## config.mk

```make
export PLATFORM = sky130hd
export DESIGN_NAME = proc_hier_stats
export DESIGN_NICKNAME = d
export VERILOG_FILES = /design/src/rtl/proc_hier_stats_pkg.sv /design/src/rtl/proc_hier_stats_sat_counter.sv /design/src/rtl/proc_hier_stats.sv
export SDC_FILE = /design/constraint.sdc
export NUM_CORES = 1
export LEC_CHECK = 0
export ABC_CLOCK_PERIOD_IN_PS = 2490
export CAP_MARGIN = 20
export CORE_ASPECT_RATIO = 0.7
export CORE_MARGIN = 10
export CORE_UTILIZATION = 49
export DETAILED_ROUTE_END_ITERATION = 10
export PLACE_DENSITY = 0.8
export SYNTH_ARGS = -nofsm -noshare
export SYNTH_HDL_FRONTEND = slang
export SYNTH_HIERARCHICAL = 1
export SYNTH_SLANG_ARGS = --single-unit
export TNS_END_PERCENT = 5
```

## constraint.sdc

```tcl
create_clock -name clk -period 2.49 [get_ports clk]
set_input_delay 0.249 -clock clk [delete_from_list [all_inputs] [get_ports clk]]
set_output_delay 0.249 -clock clk [all_outputs]
set_load 0.005 [all_outputs]
```

## src/rtl/proc_hier_stats_pkg.sv

```systemverilog
// Shared types and defaults for the commit-side
// statistics and trace unit.
package proc_hier_stats_pkg;

  localparam int unsigned CNT_W_DEF = 32;

  typedef logic [15:0] word_t;
  typedef logic [2:0]  reg_num_t;

endpackage

```

## src/rtl/proc_hier_stats_sat_counter.sv

```systemverilog
// Saturating event counter, sticks at all-ones.
// Async active-low clear.
module sat_counter #(
  parameter int unsigned CNT_W = 32
) (
  input  logic             clk,
  input  logic             rst,
  input  logic             en,
  input  logic             inc,
  output logic [CNT_W-1:0] cnt
);

  // Count qualified events until all-ones, then hold.
  always_ff @(posedge clk or negedge rst) begin
    if (!rst) begin
      cnt <= '0;
    end else if (en && inc && !(&cnt)) begin
      cnt <= cnt + 1'b1;
    end
  end

endmodule

```

## src/rtl/proc_hier_stats.sv

```systemverilog
// Retirement/cache statistics counters and a
// registered per-cycle trace record.
module proc_hier_stats
  import proc_hier_stats_pkg::*;
#(
  parameter int unsigned CNT_W = CNT_W_DEF
) (
  input  logic             clk,
  input  logic             rst,
  input  logic             reg_write,
  input  reg_num_t         write_reg,
  input  word_t            write_data,
  input  logic             mem_read,
  input  logic             mem_write,
  input  word_t            mem_addr,
  input  word_t            mem_data_in,
  input  word_t            mem_data_out,
  input  logic             halt,
  input  logic             icache_req,
  input  logic             icache_hit,
  input  logic             dcache_req,
  input  logic             dcache_hit,
  output logic [CNT_W-1:0] cycle_count,
  output logic [CNT_W-1:0] inst_count,
  output logic [CNT_W-1:0] icache_req_count,
  output logic [CNT_W-1:0] icache_hit_count,
  output logic [CNT_W-1:0] dcache_req_count,
  output logic [CNT_W-1:0] dcache_hit_count,
  output logic             halted,
  output logic             trc_reg_v,
  output reg_num_t         trc_reg_num,
  output word_t            trc_reg_data,
  output logic             trc_ld_v,
  output logic             trc_st_v,
  output word_t            trc_mem_addr,
  output word_t            trc_mem_data
);

  logic active;
  logic retire;
  logic ihit;
  logic dhit;

  assign active = !halted;
  assign retire = halt | reg_write | mem_write;
  assign ihit   = icache_req & icache_hit;
  assign dhit   = dcache_req & dcache_hit;

  sat_counter #(.CNT_W(CNT_W)) u_cyc (
    .clk(clk), .rst(rst), .en(active),
    .inc(1'b1), .cnt(cycle_count)
  );

  sat_counter #(.CNT_W(CNT_W)) u_inst (
    .clk(clk), .rst(rst), .en(active),
    .inc(retire), .cnt(inst_count)
  );

  sat_counter #(.CNT_W(CNT_W)) u_ireq (
    .clk(clk), .rst(rst), .en(active),
    .inc(icache_req), .cnt(icache_req_count)
  );

  sat_counter #(.CNT_W(CNT_W)) u_ihit (
    .clk(clk), .rst(rst), .en(active),
    .inc(ihit), .cnt(icache_hit_count)
  );

  sat_counter #(.CNT_W(CNT_W)) u_dreq (
    .clk(clk), .rst(rst), .en(active),
    .inc(dcache_req), .cnt(dcache_req_count)
  );

  sat_counter #(.CNT_W(CNT_W)) u_dhit (
    .clk(clk), .rst(rst), .en(active),
    .inc(dhit), .cnt(dcache_hit_count)
  );

  // Sticky halt flag, set by the first retiring HALT.
  always_ff @(posedge clk or negedge rst) begin
    if (!rst) begin
      halted <= 1'b0;
    end else if (active && halt) begin
      halted <= 1'b1;
    end
  end

  // Register-write trace record; data held when idle.
  always_ff @(posedge clk or negedge rst) begin
    if (!rst) begin
      trc_reg_v    <= 1'b0;
      trc_reg_num  <= '0;
      trc_reg_data <= '0;
    end else if (active) begin
      trc_reg_v <= reg_write;
      if (reg_write) begin
        trc_reg_num  <= write_reg;
        trc_reg_data <= write_data;
      end
    end else begin
      trc_reg_v <= 1'b0;
    end
  end

  // Memory trace record; a store outranks a load.
  always_ff @(posedge clk or negedge rst) begin
    if (!rst) begin
      trc_ld_v     <= 1'b0;
      trc_st_v     <= 1'b0;
      trc_mem_addr <= '0;
      trc_mem_data <= '0;
    end else if (active) begin
      trc_st_v <= mem_write;
      trc_ld_v <= mem_read & !mem_write;
      if (mem_write) begin
        trc_mem_addr <= mem_addr;
        trc_mem_data <= mem_data_in;
      end else if (mem_read) begin
        trc_mem_addr <= mem_addr;
        trc_mem_data <= mem_data_out;
      end
    end else begin
      trc_st_v <= 1'b0;
      trc_ld_v <= 1'b0;
    end
  end

endmodule

```

==> flow_summary.yaml <==
clock_tree:
  clkSlewWorstSetupHoldPaths_ns: 0.06
  cts_tree: "done"
  clock_tree.buffer_depth: 3
  cts.sinks: 247
  clock_insertion_delay_worst_skew_ns: 0.53
  cts_made_buffers: 25
  clk_root_buffer_cell: "sky130_fd_sc_hd__clkbuf_16"
  post_cts_buffers: 0
  h_tree_levels: 1
final_layout:
  final_layout_size_suffix_gt1_frac: 0.09836
  finish.net_count: 1528
  filler_cell_count: 1766
  design_area_sq_um: 16520
  synthToLayoutAreaGrowth_pct: 36.89
floorplanning:
  die_h_um: 151.3
  core_area_sq_um: 23930
  die_width_um: 207.6
  initial_standard_cell_utilization_of_the_core: 0.5043
  die_area_sq_um: 31410
  fp-row-count: 47
  number_of_i_o_pins: 324
critical_path:
  critical_path.cell_chain: "clkinv_2 -> and2_1 -> nand3_1 -> nor4_2 -> nand4_1 -> xnor2_1"
  buffer_and_inverter_count_on_the_worst_path: 1
  critical_path.startpoint_type: "flop"
  end_kind: "flop"
  crit_fanout: 23
  timing.reg2reg.worst_path_depth: 6
  cp.arrival_ns: 2.73
  worstSetupPathType: "flop to flop"
  r2r_setup_slack_ns: 0.17
  critPathTopFamily: "simple AND/OR/NAND/NOR gates"
  critPathMaxStageDelay_ns: 0.57
  r2r-end: "u_inst/cnt[27]"
  req_time_crit_path_ns: 2.90
  critical_path.reg2reg.startpoint: "halted"
  startpoint_of_the_worst_setup_timing_path: "halted"
  critical-path-slowest-cell: "sky130_fd_sc_hd__nor4_2"
routing:
  wl_per_cell_um: 20.99
  vias_per_cell: 5.830
  detailedRoute.firstIterationViolations: 915
  detail_route.drc_violations: 0
  routed_wl_mm: 37.44
  antenna_left: 0
  vias_post_dr: 10401
  drt_pre_antenna_iters: 5
run:
  maxCapViolations: 0
sta:
  slew_violations: 0
  report.final.setup_viol: 0
  finalHoldViolCount: 0
  slew_headroom: 0.5628
  layout_worst_path_cycle_share: 0.9334
  fin_setup_tns_ns: 0
  timing.clock.skew_ns: 0.01245
  layout_min_cycle_time_ns: 2.324
  unrepaired_setup_endpoints_after_global_routing: "no"
  finalWorstSetupSlack_ns: 0.1657
  fmax_mhz: 430.2
  worst_slew_pin_slew_ns: 0.6508
pwr:
  intPower_mw: 6.704
  clock_power_share: 0.450
  leakage_nw: 7.300
  share_seq_of_total_power: 0.486
  net-switching-power_mw: 1.861
  power_frac_comb: 0.064
  power_density_nw_per_um2: 518.3
  vdd_ir_drop_max_mv: 0.5512
  power.share.switching: 0.2173
logic_synthesis:
  async_flop_share: 1.000
  postSynth.topFlopCell: "sky130_fd_sc_hd__dfrtp_1"
  yosys_register_bits: 247
  synth.largest_area_cell: "sky130_fd_sc_hd__dfrtp_1"
  yosysTopAreaCellShare: 0.5121
  synth.yosys.warnings: 6
  synth_area_leaders: "sky130_fd_sc_hd__dfrtp_1 51%, sky130_fd_sc_hd__xnor2_1 7.4%, sky130_fd_sc_hd__and3_1 4.7%, sky130_fd_sc_hd__nand3_1 4.2%, sky130_fd_sc_hd__nand4_1 4.0%"
  synthTopCellsByCount: "247 x sky130_fd_sc_hd__dfrtp_1, 102 x sky130_fd_sc_hd__nand3_1, 102 x sky130_fd_sc_hd__xnor2_1"
  synth.lib_cells_used.distinct: 42
  syn-instance-count: 1111
  synth.yosys.seq_area_share: 0.5121
  synthMostInstantiatedCell: "sky130_fd_sc_hd__dfrtp_1"
  synth_enable_flop_cells: 0
  synthesis.area_sq_um: 12070
  syn_avg_cell_area_sq_um: 10.86
global_route:
  grt-ovfl-total: 0
  wire_length_of_the_first_global_routing_pass_mm: 58.46
  grt_pass1_vias: 10009
  pin_count_of_the_biggest_net_entering_global_routing: 85
  groute.usage.overall: 0.2273
  antenna_found_initial: 4
outcome:
  run_status: "finished clean"
placed_design:
  gp_routability_congestion: 0.9051
  post_dp_cell_area_sq_um: 15660
  detailedPlace.worstSlack_ns: 0.1196
  hpwlAfterDp_mm: 27.86
  buffers_on_ports: 323
hold_path:
  hold_path_class: "input pin to asynchronous set/reset pin"
cell type report:
class                      count  area [sq um]  area share
clock inverter                 6         83.83    0.005073
timing repair buffer         342          3421      0.2070
multi-input combinational    821          5652      0.3420
inverter                       8         31.28    0.001893
sequential                   247          6181      0.3741
tap                          318         397.9     0.02408
clock buffer                  40         752.0     0.04551
antenna                        2         5.005   0.0003029
registers in the layout, indices dropped and copies added (netlist names):
register / cells
u_ireq/cnt: 32
trc_reg_num: 3
u_dreq/cnt: 32
u_cyc/cnt: 32
u_inst/cnt: 32
u_dhit/cnt: 32
trc_reg_data: 16
trc_reg_v: 1
trc_mem_addr: 16
trc_mem_data: 16
trc_ld_v: 1
u_ihit/cnt: 32
trc_st_v: 1
halted: 1
how the worst max path moves through the flow:
| stage | to | cells past startpoint | slack, ns |
|---|---|---|---|
| finish | u_inst/cnt[27] | 6 | 0.17 |
| global route | u_ireq/cnt[27] | 6 | 0.04 |
| detailed placement | u_cyc/cnt[25] | 6 | 0.12 |
| CTS | u_cyc/cnt[25] | 6 | 0.09 |
| global placement | u_inst/cnt[27] | 6 | 0.22 |
| floorplan | u_cyc/cnt[27] | 8 | 0.35 |
metrics by stage:
step | total power, mW | hold slack (ns) | utilization | instances
4_1_cts | 8.643 | 0.1989 | 0.6897 | 1782
6_report | 8.564 | 0.1939 | 0.6904 | 1784
3_3_place_gp | 4.770 | 0.1444 | 0.6544 | 1735
3_5_place_dp | 4.785 | 0.1467 | 0.6544 | 1735
5_1_grt | 8.891 | 0.2108 | 0.6903 | 1783
2_1_floorplan | 4.342 | -0.04659 | - | 1112
power groups by stage:
stage | clock [mW] | combinational, mW | sequential (mW)
after global routing | 4.13 | 0.598 | 4.17
after CTS | 3.92 | 0.562 | 4.16
after floorplan | 0 | 0.111 | 4.23
after global placement | 0 | 0.546 | 4.22
final | 3.86 | 0.550 | 4.16
after detailed placement | 0 | 0.555 | 4.23
worst register-to-register path, delay by kind of cell (launching register included):
family        cells  cell delay, ns
xor+xnor          1            0.16
buf+inv           1            0.35
flops             1            0.43
simple gates      4            1.26
kinds of logic after synthesis:
| family | share of synthesized area |
|---|---|
| compound gates | 0.05411 |
| xor+xnor | 0.1088 |
| fa+ha+maj | 0.006219 |
| buf+inv | 0.02094 |
| flops | 0.5121 |
| mux | 0.04696 |
| other cells | 0.0003107 |
| simple gates | 0.2505 |
what timing repair did:
action / 4_1_cts / 5_1_grt
endpoints found under the hold margin: 104 / 0
hold buffers: 1 / 0
endpoints found under the setup margin: 0 / 15
gates resized for setup: 0 / 2
metal layers:
metal,global-route usage,part of all wire
met1,0.3132,0.43
met2,0.3354,0.44
met3,0.08599,0.11
met4,0.04438,0.017
met5,0,0.00072
cell usage in the layout, fill, tap and decap left out, types with 7 or more instances in the layout:
cell type                           n
sky130_fd_sc_hd__clkdlybuf4s50_1  322
sky130_fd_sc_hd__dfrtp_1          247
sky130_fd_sc_hd__nand3_1          102
sky130_fd_sc_hd__xnor2_1          102
sky130_fd_sc_hd__and3_1            90
sky130_fd_sc_hd__nand4_1           78
sky130_fd_sc_hd__nand2_1           66
sky130_fd_sc_hd__nor2_1            65
sky130_fd_sc_hd__xor2_1            48
sky130_fd_sc_hd__mux2_2            37
sky130_fd_sc_hd__nor3_1            36
sky130_fd_sc_hd__a21oi_1           30
sky130_fd_sc_hd__clkbuf_16         25
sky130_fd_sc_hd__and4_1            18
sky130_fd_sc_hd__o32ai_1           16
sky130_fd_sc_hd__o22ai_1           16
sky130_fd_sc_hd__buf_4             15
sky130_fd_sc_hd__and2_1            14
sky130_fd_sc_hd__o21ai_0           12
sky130_fd_sc_hd__o21a_1            12
sky130_fd_sc_hd__mux2_4            10
sky130_fd_sc_hd__clkbuf_1           8
sky130_fd_sc_hd__inv_1              7
sky130_fd_sc_hd__clkbuf_8           7
(Power assumes the default switching activity.)
